$ cat src/rtl/iir_stream_ctrl_if.sv
// Sample-memory read, filter feed/return and result-write signals of iir_stream_ctrl.
// The controller is the master; the memories and the filter sit on the slave side.
interface iir_stream_ctrl_if #(
  parameter int DATA_W = 24,
  parameter int ADDR_W = 11
);
  logic              mem_rd_en;
  logic [ADDR_W-1:0] mem_addr;
  logic [DATA_W-1:0] mem_rd_data;

  logic [DATA_W-1:0] iir_data_in;
  logic              iir_data_in_valid;
  logic              iir_pipeline_en;
  logic [DATA_W-1:0] iir_data_out;
  logic              iir_data_out_valid;
  logic              iir_stable;

  logic              out_wr_en;
  logic [ADDR_W-1:0] out_wr_addr;
  logic [DATA_W-1:0] out_wr_data;

  modport master (
    output mem_rd_en, mem_addr, iir_data_in, iir_data_in_valid,
           out_wr_en, out_wr_addr, out_wr_data,
    input  mem_rd_data, iir_pipeline_en, iir_data_out, iir_data_out_valid, iir_stable
  );

  modport slave (
    input  mem_rd_en, mem_addr, iir_data_in, iir_data_in_valid,
           out_wr_en, out_wr_addr, out_wr_data,
    output mem_rd_data, iir_pipeline_en, iir_data_out, iir_data_out_valid, iir_stable
  );
endinterface

$ cat src/rtl/iir_stream_ctrl.sv
// Streams one frame from sample memory through an IIR filter and writes settled results back.
// Feed is 1 sample/cycle after iir_pipeline_en (1-cycle read latency); results are registered once; DRAIN times out.
module iir_stream_ctrl #(
  parameter int DATA_W    = 24,
  parameter int ADDR_W    = 11,
  parameter int FRAME_LEN = 2048,
  parameter int TIMEOUT   = 256
) (
  input  logic              clk,
  input  logic              rst,
  input  logic              start,
  input  logic              abort,
  iir_stream_ctrl_if.master bus,
  output logic              busy,
  output logic              filter_done,
  output logic              timeout_err
);

  typedef enum logic [2:0] {IDLE, WAIT_EN, FEED, DRAIN, DONE} state_e;

  // One extra counter bit so FRAME_LEN == 2**ADDR_W is representable.
  localparam int CNT_W  = ADDR_W + 1;
  localparam int IDLE_W = $clog2(TIMEOUT + 1);
  localparam logic [CNT_W-1:0]  LAST_ADDR   = CNT_W'(FRAME_LEN - 1);
  localparam logic [CNT_W-1:0]  FRAME_CNT   = CNT_W'(FRAME_LEN);
  localparam logic [IDLE_W-1:0] TIMEOUT_CNT = IDLE_W'(TIMEOUT);

  state_e            state_q, state_d;
  logic [CNT_W-1:0]  rd_cnt_q, rd_cnt_d;
  logic [CNT_W-1:0]  out_cnt_q, out_cnt_d;
  logic [IDLE_W-1:0] idle_cnt_q, idle_cnt_d;
  logic              timeout_err_q, timeout_err_d;
  logic              in_vld_q, in_vld_d;
  logic              wr_en_q, wr_en_d;
  logic [ADDR_W-1:0] wr_addr_q, wr_addr_d;
  logic [DATA_W-1:0] wr_data_q, wr_data_d;
  logic              feeding;
  logic              capture;

  assign feeding = (state_q == FEED);
  assign capture = !abort && (feeding || (state_q == DRAIN)) &&
                   bus.iir_data_out_valid && bus.iir_stable && (out_cnt_q < FRAME_CNT);

  always_comb begin
    state_d       = state_q;
    rd_cnt_d      = rd_cnt_q;
    out_cnt_d     = out_cnt_q;
    idle_cnt_d    = idle_cnt_q;
    timeout_err_d = timeout_err_q;
    in_vld_d      = feeding && !abort;
    wr_en_d       = capture;
    wr_addr_d     = wr_addr_q;
    wr_data_d     = wr_data_q;

    if (capture) begin
      wr_addr_d = out_cnt_q[ADDR_W-1:0];
      wr_data_d = bus.iir_data_out;
      out_cnt_d = out_cnt_q + 1'b1;
    end

    if (abort) begin
      state_d = IDLE;
    end else begin
      unique case (state_q)
        IDLE: begin
          if (start) begin
            state_d       = WAIT_EN;
            rd_cnt_d      = '0;
            out_cnt_d     = '0;
            idle_cnt_d    = '0;
            timeout_err_d = 1'b0;
          end
        end
        WAIT_EN: begin
          if (bus.iir_pipeline_en) state_d = FEED;
        end
        FEED: begin
          rd_cnt_d   = rd_cnt_q + 1'b1;
          idle_cnt_d = '0;
          if (rd_cnt_q == LAST_ADDR) state_d = DRAIN;
        end
        DRAIN: begin
          // Completion wins over a timeout landing on the same cycle.
          idle_cnt_d = capture ? '0 : idle_cnt_q + 1'b1;
          if (out_cnt_d == FRAME_CNT) begin
            state_d = DONE;
          end else if (idle_cnt_d == TIMEOUT_CNT) begin
            state_d       = DONE;
            timeout_err_d = 1'b1;
          end
        end
        DONE:    state_d = IDLE;
        default: state_d = IDLE;
      endcase
    end
  end

  always_ff @(posedge clk) begin
    if (rst) begin
      state_q       <= IDLE;
      rd_cnt_q      <= '0;
      out_cnt_q     <= '0;
      idle_cnt_q    <= '0;
      timeout_err_q <= 1'b0;
      in_vld_q      <= 1'b0;
      wr_en_q       <= 1'b0;
      wr_addr_q     <= '0;
      wr_data_q     <= '0;
    end else begin
      state_q       <= state_d;
      rd_cnt_q      <= rd_cnt_d;
      out_cnt_q     <= out_cnt_d;
      idle_cnt_q    <= idle_cnt_d;
      timeout_err_q <= timeout_err_d;
      in_vld_q      <= in_vld_d;
      wr_en_q       <= wr_en_d;
      wr_addr_q     <= wr_addr_d;
      wr_data_q     <= wr_data_d;
    end
  end

  assign bus.mem_rd_en         = feeding;
  assign bus.mem_addr          = feeding ? rd_cnt_q[ADDR_W-1:0] : '0;
  assign bus.iir_data_in_valid = in_vld_q;
  assign bus.iir_data_in       = in_vld_q ? bus.mem_rd_data : '0;
  assign bus.out_wr_en         = wr_en_q;
  assign bus.out_wr_addr       = wr_addr_q;
  assign bus.out_wr_data       = wr_data_q;

  assign busy        = (state_q == WAIT_EN) || feeding || (state_q == DRAIN);
  assign filter_done = (state_q == DONE);
  assign timeout_err = timeout_err_q;

endmodule

$ cat src/flat_wrapper.sv
// flat-port wrapper written by rule: the top's interface ports become plain ports
module iir_stream_ctrl_flat 
#(
  parameter int DATA_W    = 24,
  parameter int ADDR_W    = 11,
  parameter int FRAME_LEN = 2048,
  parameter int TIMEOUT   = 256
)
  (clk, rst, start, abort, busy, filter_done, timeout_err, bus_mem_rd_en, bus_mem_addr, bus_iir_data_in, bus_iir_data_in_valid, bus_out_wr_en, bus_out_wr_addr, bus_out_wr_data, bus_mem_rd_data, bus_iir_pipeline_en, bus_iir_data_out, bus_iir_data_out_valid, bus_iir_stable);
  iir_stream_ctrl_if #(.DATA_W(DATA_W), .ADDR_W(ADDR_W)) bus_i ();
  input  logic clk;
  input  logic rst;
  input  logic start;
  input  logic abort;
  output logic busy;
  output logic filter_done;
  output logic timeout_err;
  output wire logic [$bits(bus_i.mem_rd_en)-1:0] bus_mem_rd_en;
  output wire logic [$bits(bus_i.mem_addr)-1:0] bus_mem_addr;
  output wire logic [$bits(bus_i.iir_data_in)-1:0] bus_iir_data_in;
  output wire logic [$bits(bus_i.iir_data_in_valid)-1:0] bus_iir_data_in_valid;
  output wire logic [$bits(bus_i.out_wr_en)-1:0] bus_out_wr_en;
  output wire logic [$bits(bus_i.out_wr_addr)-1:0] bus_out_wr_addr;
  output wire logic [$bits(bus_i.out_wr_data)-1:0] bus_out_wr_data;
  input wire logic [$bits(bus_i.mem_rd_data)-1:0] bus_mem_rd_data;
  input wire logic [$bits(bus_i.iir_pipeline_en)-1:0] bus_iir_pipeline_en;
  input wire logic [$bits(bus_i.iir_data_out)-1:0] bus_iir_data_out;
  input wire logic [$bits(bus_i.iir_data_out_valid)-1:0] bus_iir_data_out_valid;
  input wire logic [$bits(bus_i.iir_stable)-1:0] bus_iir_stable;
  assign bus_mem_rd_en = bus_i.mem_rd_en;
  assign bus_mem_addr = bus_i.mem_addr;
  assign bus_iir_data_in = bus_i.iir_data_in;
  assign bus_iir_data_in_valid = bus_i.iir_data_in_valid;
  assign bus_out_wr_en = bus_i.out_wr_en;
  assign bus_out_wr_addr = bus_i.out_wr_addr;
  assign bus_out_wr_data = bus_i.out_wr_data;
  assign bus_i.mem_rd_data = bus_mem_rd_data;
  assign bus_i.iir_pipeline_en = bus_iir_pipeline_en;
  assign bus_i.iir_data_out = bus_iir_data_out;
  assign bus_i.iir_data_out_valid = bus_iir_data_out_valid;
  assign bus_i.iir_stable = bus_iir_stable;
  iir_stream_ctrl #(.DATA_W(DATA_W), .ADDR_W(ADDR_W), .FRAME_LEN(FRAME_LEN), .TIMEOUT(TIMEOUT)) u_core (.clk(clk), .rst(rst), .start(start), .abort(abort), .bus(bus_i), .busy(busy), .filter_done(filter_done), .timeout_err(timeout_err));
endmodule
$ cat config.mk
export PLATFORM = sky130hd
export DESIGN_NAME = iir_stream_ctrl_flat
export DESIGN_NICKNAME = d
export VERILOG_FILES = /design/src/rtl/iir_stream_ctrl_if.sv /design/src/rtl/iir_stream_ctrl.sv /design/src/flat_wrapper.sv
export SDC_FILE = /design/constraint.sdc
export NUM_CORES = 1
export LEC_CHECK = 0
export ABC_AREA = 0
export BUFFER_PORTS_ARGS = -buffer_cell sky130_fd_sc_hd__clkbuf_2
export CAP_MARGIN = 20
export CORE_ASPECT_RATIO = 0.5
export CORE_MARGIN = 4
export CORE_UTILIZATION = 47
export CTS_CLUSTER_SIZE = 12
export DETAILED_ROUTE_END_ITERATION = 12
export PLACE_DENSITY = 0.77
export SYNTH_ARGS = -nofsm -noshare
export SYNTH_HDL_FRONTEND = slang
export SYNTH_SLANG_ARGS = --single-unit
$ cat constraint.sdc
create_clock -name clk -period 2.4 [get_ports clk]
set_input_delay 0.48 -clock clk [delete_from_list [all_inputs] [get_ports clk]]
set_output_delay 0.48 -clock clk [all_outputs]
set_load 0.02 [all_outputs]
== After elaboration in Yosys (flattened, before gate mapping) ==
Cells that the tools add are included.
W data, S select, Z words.
Operators by class
  muxes and demuxes: 21
  reductions and logical operators: 18
  add/sub/neg operators: 3
  shift operators: 0
  bitwise gates (word level): 1
  multipliers: 0
  divide/modulo/power cells: 0
  $lt $le $gt $ge: 1
  equality and inequality tests: 13
Operator list (count)
  $mux W12: 5
  $pmux W9 S3: 1
  $add A12 B1 Y12 const B: 2
  $mux W24: 1
  $pmux W12 S2: 1
  $mux W9: 2
  $mux W3: 5
  $eq A12 B11 Y1 const B: 1
  $eq A12 B12 Y1 const B: 1
  $lt A12 B12 Y1 const B: 1
  $pmux W3 S4: 1
  $mux W11: 1
  $ne A2 B2 Y1 const B: 5
  $add A9 B1 Y9 const B: 1
  $eq A9 B9 Y1 const B: 1
  $eq A3 B2 Y1 const B: 2
  $reduce_and A3 Y1: 2
  $logic_and A1 B1 Y1: 5
  $reduce_and A5 Y1: 1
  $reduce_and A4 Y1: 1
  $reduce_bool A2 Y1: 2
  $eq A3 B1 Y1 const B: 1
  $eq A3 B3 Y1 const B: 1
  $logic_not A3 Y1: 1
  8 further kinds: 12
Storage, ports and cells
  output and inout port bits: 76
  memories kept: 0
  bits of input ports: 55
  bits in latches: 0
  bits in read-only memories: 0
  register bits: 74
  memory bits (writable): 0

== Depth between registers and ports, before layout ==
Gate-level depths: netlist of run 1.
  depth after elaboration: 11
  depth in mapped cells: 8
  gate-level depth less buffers: 7

== Worst setup path after synthesis of run 1 ==
OpenSTA, ideal clock, no wires.
  path kind: flip-flop to output port
  start: register u_core.state_q[1]
  end: output port bus_mem_addr[1]
  setup slack: 277 ps
  required time: 1920 ps
  cell stages (with the launch flop): 7
  path buffers: 2
  data arrival time: 1643 ps
  path through: dfxtp_1 -> buf_2 -> nor2b_1 -> nand2b_1 -> inv_1 -> clkbuf_1 -> and2_1
Between the ends
  cells in the longest elaborated chain, start to end: 2
RTL lines
  start: declaration: line iir_stream_ctrl.sv:28  | state_e state_q, state_d;
  start signal: assignment: line iir_stream_ctrl.sv:110  | state_q <= state_d;
  $eq A3 B2 Y1: line iir_stream_ctrl.sv:40  | assign feeding = (state_q == FEED);
  via bus_mem_rd_en: line flat_wrapper.sv:18  | output wire logic [$bits(bus_i.mem_rd_en)-1:0] bus_mem_rd_en;
  $mux W11: line iir_stream_ctrl.sv:123  | assign bus.mem_addr = feeding ? rd_cnt_q[ADDR_W-1:0] : '0;
  end: declaration: line flat_wrapper.sv:19  | output wire logic [$bits(bus_i.mem_addr)-1:0] bus_mem_addr;
The timed path passes the listed nets, and every way through them passes these cells.

== Worst setup path after layout of run 1 ==
  start: register u_core.state_q[1]
  end: output port bus_mem_addr[1]
Between the ends
  cells in the longest elaborated chain, start to end: 2
RTL lines (line)
  $eq A3 B2 Y1: iir_stream_ctrl.sv:40
  $mux W11: iir_stream_ctrl.sv:123
No other way between the ends.

==> results of run 1 <==
-- how the worst min path moves through the flow --
| stage | startpoint | endpoint | slack (ns) | cells after the start |
|---|---|---|---|---|
| after floorplan | u_core.rd_cnt_q[10] | u_core.rd_cnt_q[10] | 0.46 | 2 |
| after global placement | u_core.bus.out_wr_data[9] | u_core.bus.out_wr_data[9] | 0.44 | 2 |
| after detailed placement | u_core.bus.out_wr_data[21] | u_core.bus.out_wr_data[21] | 0.45 | 2 |
| after CTS | bus_iir_data_out[20] | u_core.bus.out_wr_data[20] | 0.36 | 3 |
| after global routing | bus_iir_data_out[12] | u_core.bus.out_wr_data[12] | 0.36 | 3 |
| final | bus_iir_data_out[1] | u_core.bus.out_wr_data[1] | 0.37 | 3 |
-- registers in the layout, indices dropped and copies added (netlist names) --
register / count
u_core.bus.iir_data_in_valid: 1
u_core.bus.out_wr_data: 24
u_core.out_cnt_q: 12
u_core.rd_cnt_q: 12
u_core.bus.out_wr_en: 1
u_core.bus.out_wr_addr: 11
u_core.idle_cnt_q: 9
u_core.timeout_err: 1
u_core.state_q: 3
-- metrics by stage --
step	hold WS [ns]	power [mW]
6_report	0.371	2.75
3_3_place_gp	0.441	1.42
3_5_place_dp	0.446	1.42
5_1_grt	0.363	2.86
4_1_cts	0.358	2.79
2_1_floorplan	0.458	1.34
-- worst max-delay path: cells and delay by family, from the launching register on --
| family | cells | cell delay [ns] |
|---|---|---|
| simple gates | 3 | 0.63 |
| flops | 1 | 0.43 |
| buf+inv | 2 | 0.35 |
-- power by group --
part / leakage (nW) / total (mW) / internal, mW / switching [mW]
registers: 0.596 / 1.24 / 1.23 / 0.00761
clock network: 0.146 / 1.36 / 0.866 / 0.496
logic: 1.16 / 0.149 / 0.0626 / 0.0866
total: 1.90 / 2.75 / 2.16 / 0.590
-- metal layers --
metal / wire length, um / vias up
met4: 67 / 0
met3: 730 / 8
met1: 4030 / 1602
met2: 4070 / 111
met5: 0 / -
li1: - / 1829
-- kinds of logic after synthesis --
| group | synth area share (%) |
|---|---|
| adders and majority gates | 1.04 |
| muxes | 0.870 |
| and+or+nand+nor | 33.7 |
| xor gates and xnor gates | 5.12 |
| DFF | 41.2 |
| buffers and inverters | 4.53 |
| AOI/OAI and AO/OA | 13.5 |
-- area by class of cell --
type                    instances  area, um2  area share [%]
clock buffers                  13        260            5.62
multi-input cells             355       1950            42.2
repair buffers                141        733            15.8
clock inverters                 3       46.3           0.999
flip-flops and latches         74       1480            32.0
well taps                      96        120            2.59
inverters                      10       37.5           0.810
-- placed cells by master, fill, tap and decap left out, types with 6 or more instances in the layout --
master	instances
a21oi_1	53
and2_1	35
buf_4	11
clkbuf_16	9
clkbuf_2	130
dfxtp_1	74
inv_1	9
nand2_1	93
nand3_1	12
nand4_1	12
nor2_1	41
nor3_1	14
o21ai_0	14
or3_1	6
xnor2_1	10
xor2_1	11
-- synthesized netlist by cell type (2+ instances only) --
library cell | number | area, um2
nor4_2 | 2 | 25.0
buf_2 | 2 | 10.0
a211oi_1 | 2 | 15.0
ha_1 | 3 | 37.5
xnor2_1 | 10 | 87.6
xor2_1 | 11 | 96.3
dfxtp_1 | 74 | 1480
or3b_1 | 2 | 17.5
nand2_1 | 93 | 349
o21a_1 | 2 | 15.0
nand4_1 | 12 | 75.1
nor2_1 | 42 | 158
nand3b_1 | 3 | 22.5
or3_1 | 6 | 37.5
nand3_1 | 12 | 60.1
o21ai_0 | 14 | 70.1
clkbuf_1 | 19 | 71.3
o31a_1 | 2 | 17.5
nor3_1 | 14 | 70.1
nor2b_1 | 4 | 25.0
inv_1 | 10 | 37.5
a21oi_1 | 53 | 265
and2_1 | 35 | 219
nor4_1 | 5 | 31.3
nand4b_1 | 2 | 17.5
mux2i_1 | 2 | 20.0
nand2b_1 | 3 | 18.8
clkbuf_2 | 3 | 15.0
a22o_1 | 2 | 17.5
buf_1 | 4 | 15.0
==> results.json, run 1 <==
{
  "ir_worst_vdd_mv": 0.386,
  "cts_setup_buffers": 0,
  "start_util_pct": 48.7,
  "reg2regPathDepth": 7,
  "place_worst_setup_slack_ns": 0.180,
  "nets": 649,
  "track_usage_pct": 19.5,
  "async_flop_share_pct": 0,
  "worstPathRequired_ns": 1.92,
  "tns_ns": 0,
  "cp_max_fo": 11,
  "ios": 131,
  "place_area_um2": 4320,
  "htreeDepth": 3,
  "via_per_inst": 5.13,
  "antenna_found_initial": 0,
  "maxSlewViolCount": 0,
  "post_cts_resized": 1,
  "p_per_area_nw_per_um2": 594,
  "utilization_pct": 62.8,
  "status": "completed",
  "grt.busiest_layer": "met2",
  "worst_setup_path_end_kind": "output port",
  "avgRoutedWirePerCell_um": 12.9,
  "regToRegStartpoint": "u_core.idle_cnt_q[0]",
  "mappedNetlistNets": 526,
  "power_leakage_nw": 1.90,
  "rsz0062_at_grt": "no",
  "gr-usage-met3_pct": 7.68,
  "synthFlopType": "dfxtp_1",
  "skew_ns": 0.00440,
  "clock-root-buffer": "clkbuf_16",
  "cpPeakStageDelay_ns": 0.43,
  "yosysUniqueCellTypes": 50,
  "cts_buffers": 9,
  "ff2ff_setup_slack_ns": 0.27,
  "critPathCapture": "bus_mem_addr[1]",
  "hold_path.class": "input pin to flip-flop",
  "grt_pass1_vias": 3162,
  "crit_type": "flip-flop to output port",
  "holdBufCountCts": 0,
  "num_rows": 22,
  "grt_pass1_wl_mm": 15.0,
  "postLayoutCellArea_um2": 4630,
  "drc": 0,
  "dieArea_um2": 9190,
  "fin_crit_ns": 2.22,
  "clock_latency_ns": 0.33,
  "yosysWarnings": 0,
  "ys_ff_latch": 74,
  "drtIter0Drc": 167,
  "cts_tree": "built",
  "relSlewSlack_pct": 66.7,
  "fin_ws_ns": 0.179,
  "clkTransAtPathRegs_ns": 0.06,
  "ys_seq_area_share_pct": 41.2,
  "die_h_um": 69.8,
  "fin_cells": 692,
  "syn2layout_area_growth_pct": 28.9,
  "cp-start-kind": "flip-flop",
  "grt_max_degree": 45,
  "first_pass_iters": 4,
  "overflow": 0,
  "max_freq_mhz": 450,
  "core_region_area_um2": 7380,
  "critPathArrivalTime_ns": 1.74,
  "worst_slew_pin_slew_ns": 0.499,
  "avgSynthCellArea_um2": 7.68,
  "dp_hpwl_mm": 6.49,
  "postRouteAntennaNets": 0,
  "cts.sinks": 74,
  "path_cells": "nor2b_2, nand2b_1, inv_2, and2_1, clkbuf_2",
  "drt_wl_total_mm": 8.90,
  "synth_edf_count": 0,
  "syn-cell-area_um2": 3590,
  "critPathLaunch": "u_core.state_q[1]",
  "gp_congestion": 0.870,
  "die_w_um": 132,
  "hold_viol_final": 0,
  "crit_slowest_cell": "dfxtp_1",
  "maxCapViolCount": 0,
  "grt_util_met1_pct": 24.1,
  "finalSetupViolCount": 0,
  "dp_cells": 676,
  "vias": 3550,
  "io_buffers": 130,
  "grt_use_met2_pct": 32.1,
  "layout-drive-gt1-share_pct": 28.7,
  "syn_inst": 468,
  "finalCritPeriodShare_pct": 92.5,
  "diodes": 0,
  "nFillCells": 663,
  "r2r_end": "u_core.timeout_err",
  "cts_buffer_depth": 2
}
Note: power is estimated with default switching activity, not from simulation.
==> run 2: changes to the inputs <==
--- a/config.mk
+++ b/config.mk
@@ -6,14 +6,14 @@
 export NUM_CORES = 1
 export LEC_CHECK = 0
 export ABC_AREA = 0
-export BUFFER_PORTS_ARGS = -buffer_cell sky130_fd_sc_hd__clkbuf_2
 export CAP_MARGIN = 20
 export CORE_ASPECT_RATIO = 0.5
 export CORE_MARGIN = 4
 export CORE_UTILIZATION = 47
 export CTS_CLUSTER_SIZE = 12
 export DETAILED_ROUTE_END_ITERATION = 12
-export PLACE_DENSITY = 0.77
+export DONT_BUFFER_PORTS = 1
+export PLACE_DENSITY = 0.63
 export SYNTH_ARGS = -nofsm -noshare
 export SYNTH_HDL_FRONTEND = slang
 export SYNTH_SLANG_ARGS = --single-unit
==> run 2 against run 1 <==
Combinational power shrank 49%. Flip-flop and latch count is the same. Final cell count shrank 19%. Via count shrank 14%. Clock power grew 4%. Clock skew grew 0.0012 ns. Register-to-register slack is essentially flat. Wire length shrank 2.0%. Final area shrank 14%. Die area is the same. Sequential power is essentially flat. Critical path type unchanged. Critical endpoint is now bus_mem_addr[4]. Largest power group unchanged.
==> results.json, run 2 (synthesized netlist as in run 1, its figures left out) <==
{
  "status": "completed",
  "max_freq_mhz": 461,
  "drc": 0,
  "dieArea_um2": 9190,
  "drt_wl_total_mm": 8.73,
  "cp-start-kind": "flip-flop",
  "drtIter0Drc": 164,
  "hold_path.class": "input pin to flip-flop",
  "track_usage_pct": 19.2,
  "grt_pass1_vias": 2877,
  "worst_setup_path_end_kind": "output port",
  "worst_hold_path.endpoint": "u_core.state_q[2]",
  "clock-root-buffer": "clkbuf_16",
  "first_pass_iters": 4,
  "hold_viol_final": 0,
  "largest_reg_flops": 24,
  "finalCritPeriodShare_pct": 90.4,
  "rsz0062_at_grt": "no",
  "hp-start": "abort",
  "core_region_area_um2": 7380,
  "regToRegStartpoint": "u_core.out_cnt_q[0]",
  "critPathArrivalTime_ns": 1.69,
  "maxCapViolCount": 0,
  "postLayoutCellArea_um2": 3970,
  "timing.hold.ws_ns": 0.221,
  "fin_crit_ns": 2.17,
  "overflow": 0,
  "clock_latency_ns": 0.33,
  "cts.sinks": 74,
  "crit_type": "flip-flop to output port",
  "min_path_cells": 1,
  "cpPeakStageDelay_ns": 0.42,
  "p_per_area_nw_per_um2": 692,
  "r2r_end": "u_core.timeout_err",
  "fin_total_pwr_mw": 2.75,
  "pwr-share-clk_pct": 51.8,
  "syn2layout_area_growth_pct": 10.4,
  "finalSetupViolCount": 0,
  "skew_ns": 0.00563,
  "vias": 3038,
  "dp_hpwl_mm": 6.28,
  "nFillCells": 724,
  "nets": 516,
  "multi_input_area_um2": 1950,
  "avgRoutedWirePerCell_um": 15.6,
  "num_rows": 22,
  "worst_slew_pin_slew_ns": 0.686,
  "via_per_inst": 5.44,
  "postRouteAntennaNets": 0,
  "diodes": 0,
  "clkTransAtPathRegs_ns": 0.06,
  "swShare_pct": 21.1,
  "p_int_mw": 2.17,
  "relSlewSlack_pct": 54.2,
  "grt_pass1_wl_mm": 14.2,
  "place_area_um2": 3650,
  "cts_buffers": 9,
  "ff2ff_setup_slack_ns": 0.27,
  "seq_power_share_pct": 45.4,
  "most-common-layout-cells": "nand2_1, dfxtp_1, a21oi_1",
  "holdBufCountCts": 0,
  "crit_slowest_cell": "dfxtp_1",
  "comb_power_share_pct": 2.8,
  "layout-drive-gt1-share_pct": 8.44,
  "cp_max_fo": 11,
  "power_leakage_nw": 1.31,
  "mostFrequentLayoutCell": "nand2_1",
  "reg2regPathDepth": 7,
  "die_w_um": 132,
  "cts_setup_buffers": 0,
  "gp_congestion": 0.779,
  "io_buffers": 0,
  "die_h_um": 69.8,
  "start_util_pct": 48.7,
  "ir_worst_vdd_mv": 0.460,
  "cts_tree": "built",
  "regArea_um2": 1480,
  "ios": 131,
  "worstPathRequired_ns": 1.92,
  "post_cts_resized": 0,
  "antenna_found_initial": 0,
  "htreeDepth": 3,
  "cts_buffer_depth": 2,
  "grt_max_degree": 52,
  "tns_ns": 0,
  "switching_power_mw": 0.579,
  "maxSlewViolCount": 0,
  "path_cells": "nor2b_2, nand2b_1, inv_2, and2_1"
}
run 2: area by class of cell:
| type | count | share of cell area (%) |
|---|---|---|
| Clock buffer | 9 | 5.67 |
| Clock inverter | 6 | 2.27 |
| Inverter | 10 | 0.946 |
| Multi-Input combinational cell | 355 | 49.2 |
| Sequential cell | 74 | 37.3 |
| Tap cell | 96 | 3.03 |
| Timing Repair Buffer | 8 | 1.51 |
run 2: worst max-delay path by stage:
stage                                    from           endpoint  slack [ns]  cells after the start
final                       u_core.state_q[1]    bus_mem_addr[4]        0.23                      4
after global routing      u_core.out_cnt_q[0]  u_core.state_q[2]        0.02                      7
after CTS                   u_core.state_q[1]    bus_mem_addr[1]        0.03                      4
after detailed placement                abort  u_core.state_q[0]        0.19                      6
after global placement                  abort  u_core.state_q[0]        0.23                      6
after floorplan             u_core.state_q[1]    bus_mem_addr[1]        0.28                      6
run 2: critical path, delay by kind of cell, from the launching register on:
| family | cells | cell delay [ns] |
|---|---|---|
| flops | 1 | 0.42 |
| buf+inv | 1 | 0.17 |
| simple gates | 3 | 0.77 |
run 2: stage by stage:
step                      util, %  instances  setup WS (ns)
after detailed placement     49.5        543          0.190
after floorplan                 -        468          0.277
after CTS                    53.8        558         0.0324
after global placement       49.5        543          0.228
after global routing         53.8        558         0.0225
final                        53.8        558          0.231
run 2: layer usage:
metal	vias up	global-route usage, %	routed length (um)
li1	1562	-	-
met1	1361	22.7	3810
met2	104	31.1	3990
met3	11	8.62	783
met4	0	6.64	146
met5	-	0	0
run 2: power by group through the flow:
stage	Combinational (mW)	Sequential [mW]	Clock (mW)
floorplan	0.0751	1.27	0
global placement	0.0767	1.27	0
detailed placement	0.0769	1.27	0
CTS	0.0771	1.25	1.46
global route	0.0855	1.25	1.53
finish	0.0761	1.25	1.42
==> run 3: changes to the inputs <==
--- a/config.mk
+++ b/config.mk
@@ -13,6 +13,7 @@
 export CTS_CLUSTER_SIZE = 12
 export DETAILED_ROUTE_END_ITERATION = 12
 export DONT_BUFFER_PORTS = 1
+export MAX_ROUTING_LAYER = met4
 export PLACE_DENSITY = 0.63
 export SYNTH_ARGS = -nofsm -noshare
 export SYNTH_HDL_FRONTEND = slang
==> constraint.sdc (replaced) <==
create_clock -name clk -period 2 [get_ports clk]
set_input_delay 0.4 -clock clk [delete_from_list [all_inputs] [get_ports clk]]
set_output_delay 0.4 -clock clk [all_outputs]
set_load 0.02 [all_outputs]
==> run 3 against run 2 <==
Clock-buffer cell count up 2. Global-route usage grew 1.0 points. Clock power grew 6%. Final area increased by 8.5%. First-iteration DRC count increased by 15%. Wire length grew 6.5%. Core utilization grew 4.6 points. Non-clock buffer count is 37 higher. Critical path type is now flip-flop to flip-flop. Largest cell class unchanged.
==> results.json, run 3 (synthesized netlist as in run 1, its figures left out) <==
{
  "clkTransAtPathRegs_ns": 0.06,
  "antenna_found_initial": 0,
  "multi_input_area_um2": 2020,
  "via_per_inst": 5.50,
  "grt_pass1_vias": 2979,
  "maxCapViolCount": 0,
  "nFillCells": 690,
  "gp_congestion": 0.900,
  "crit_type": "flip-flop to flip-flop",
  "crit_slowest_cell": "dfxtp_4",
  "cp-start-kind": "flip-flop",
  "fin_ws_ns": 0.0160,
  "syn2layout_area_growth_pct": 19.8,
  "most-common-layout-cells": "nand2_1, dfxtp_1, a21oi_1",
  "start_util_pct": 48.7,
  "cts_buffer_depth": 2,
  "htreeDepth": 3,
  "regArea_um2": 1500,
  "skew_ns": 0.00663,
  "cp_max_fo": 4,
  "utilization_pct": 58.4,
  "overflow": 0,
  "avgRoutedWirePerCell_um": 15.6,
  "tns_ns": 0,
  "nets": 553,
  "place_worst_setup_slack_ns": -0.0198,
  "cts.sinks": 74,
  "finalSetupViolCount": 0,
  "regToRegStartpoint": "u_core.out_cnt_q[0]",
  "cp_top_family": "compound AO/OA/AOI/OAI gates",
  "max_freq_mhz": 504,
  "place_area_um2": 3900,
  "hp-start": "rst",
  "diodes": 0,
  "p_per_area_nw_per_um2": 722,
  "hold_path.class": "input pin to flip-flop",
  "finalCritPeriodShare_pct": 99.2,
  "ff2ff_setup_slack_ns": 0.02,
  "maxSlewViolCount": 0,
  "hold_viol_final": 0,
  "cpPeakStageDelay_ns": 0.36,
  "reg2regPathDepth": 8,
  "die_w_um": 132,
  "first_pass_iters": 4,
  "num_rows": 22,
  "mostFrequentLayoutCell": "nand2_1",
  "worst_setup_path_end_kind": "flip-flop",
  "vias": 3276,
  "layout-drive-gt1-share_pct": 19.2,
  "clock-root-buffer": "clkbuf_16",
  "dp_hpwl_mm": 6.79,
  "min_path_cells": 1,
  "ir_worst_vdd_mv": 0.524,
  "fin_cells": 596,
  "grt_max_degree": 52,
  "relSlewSlack_pct": 66.3,
  "track_usage_pct": 20.2,
  "fin_total_pwr_mw": 3.11,
  "ios": 131,
  "grt_pass1_wl_mm": 14.9,
  "postLayoutCellArea_um2": 4310,
  "worstPathRequired_ns": 2.22,
  "postRouteAntennaNets": 0,
  "worst_hold_path.endpoint": "u_core.idle_cnt_q[0]",
  "io_buffers": 0,
  "drt_wl_total_mm": 9.29,
  "core_region_area_um2": 7380,
  "r2r_end": "u_core.state_q[0]",
  "drc": 0,
  "path_cells": "ha_2, nand4b_1, buf_4, nor3_4, a31oi_2, nand3b_1, o22a_2, a22o_1",
  "dp_cells": 574,
  "cts_buffers": 9,
  "dieArea_um2": 9190,
  "fin_crit_ns": 1.98,
  "worst_slew_pin_slew_ns": 0.505,
  "die_h_um": 69.8,
  "path_buf_inv": 1,
  "drtIter0Drc": 189,
  "critPathArrivalTime_ns": 2.20,
  "status": "completed",
  "power_leakage_nw": 1.53,
  "largest_reg_flops": 24,
  "timing.hold.ws_ns": 0.134,
  "clock_latency_ns": 0.33,
  "cts_tree": "built"
}
## run 3: cell types whose count changed in the layout (fill, tap and decap cells not counted), moves of 2 or more
cell	change
buf_4	+36
and2_1	-6
and2_2	+6
dfxtp_1	-6
dfxtp_2	+3
dfxtp_4	+3
bufinv_16	-2
## run 3: worst reg2reg max path: cells and delay by family (launching register included)
family | cells | cell delay [ns]
AOI/OAI and AO/OA | 3 | 0.56
and+or+nand+nor | 3 | 0.55
DFF | 1 | 0.36
buffers and inverters | 1 | 0.23
adders and majority gates | 1 | 0.18
## run 3: layout make-up
type,count,share of cell area [%]
Clock buffer,11,5.64
Clock inverter,5,0.872
Inverter,10,0.872
Multi-Input combinational cell,355,46.9
Sequential cell,74,34.7
Tap cell,96,2.79
Timing Repair Buffer,45,8.13
## run 3: where the power goes
| group | internal (mW) | switching (mW) |
|---|---|---|
| sequential | 1.48 | 0.0119 |
| combinational | 0.0467 | 0.0700 |
| clock | 0.878 | 0.626 |
| total | 2.40 | 0.708 |
## run 3: worst max path at each step
stage	to	slack, ns	start	cells past startpoint
global route	u_core.state_q[0]	-0.08	u_core.out_cnt_q[0]	8
finish	u_core.state_q[0]	0.02	u_core.out_cnt_q[0]	8
floorplan	u_core.state_q[0]	0.02	abort	7
global placement	u_core.timeout_err	0.03	u_core.idle_cnt_q[0]	6
detailed placement	u_core.timeout_err	-0.02	u_core.idle_cnt_q[0]	6
CTS	bus_mem_addr[2]	0.003	u_core.state_q[2]	4
## run 3: repair_timing
item | CTS | global route
setup buffers | 0 | 6
setup endpoints to repair | 12 | 16
pin swaps | 0 | 2
resized for setup | 3 | 26
hold buffers | 0 | 0
## run 3: routing by layer
metal | routed length (um) | global-route usage, % | vias up
met5 | 0 | - | -
met4 | 106 | 5.24 | 0
met3 | 820 | 8.12 | 7
met2 | 4270 | 31.7 | 124
met1 | 4100 | 24.4 | 1502
li1 | - | - | 1643
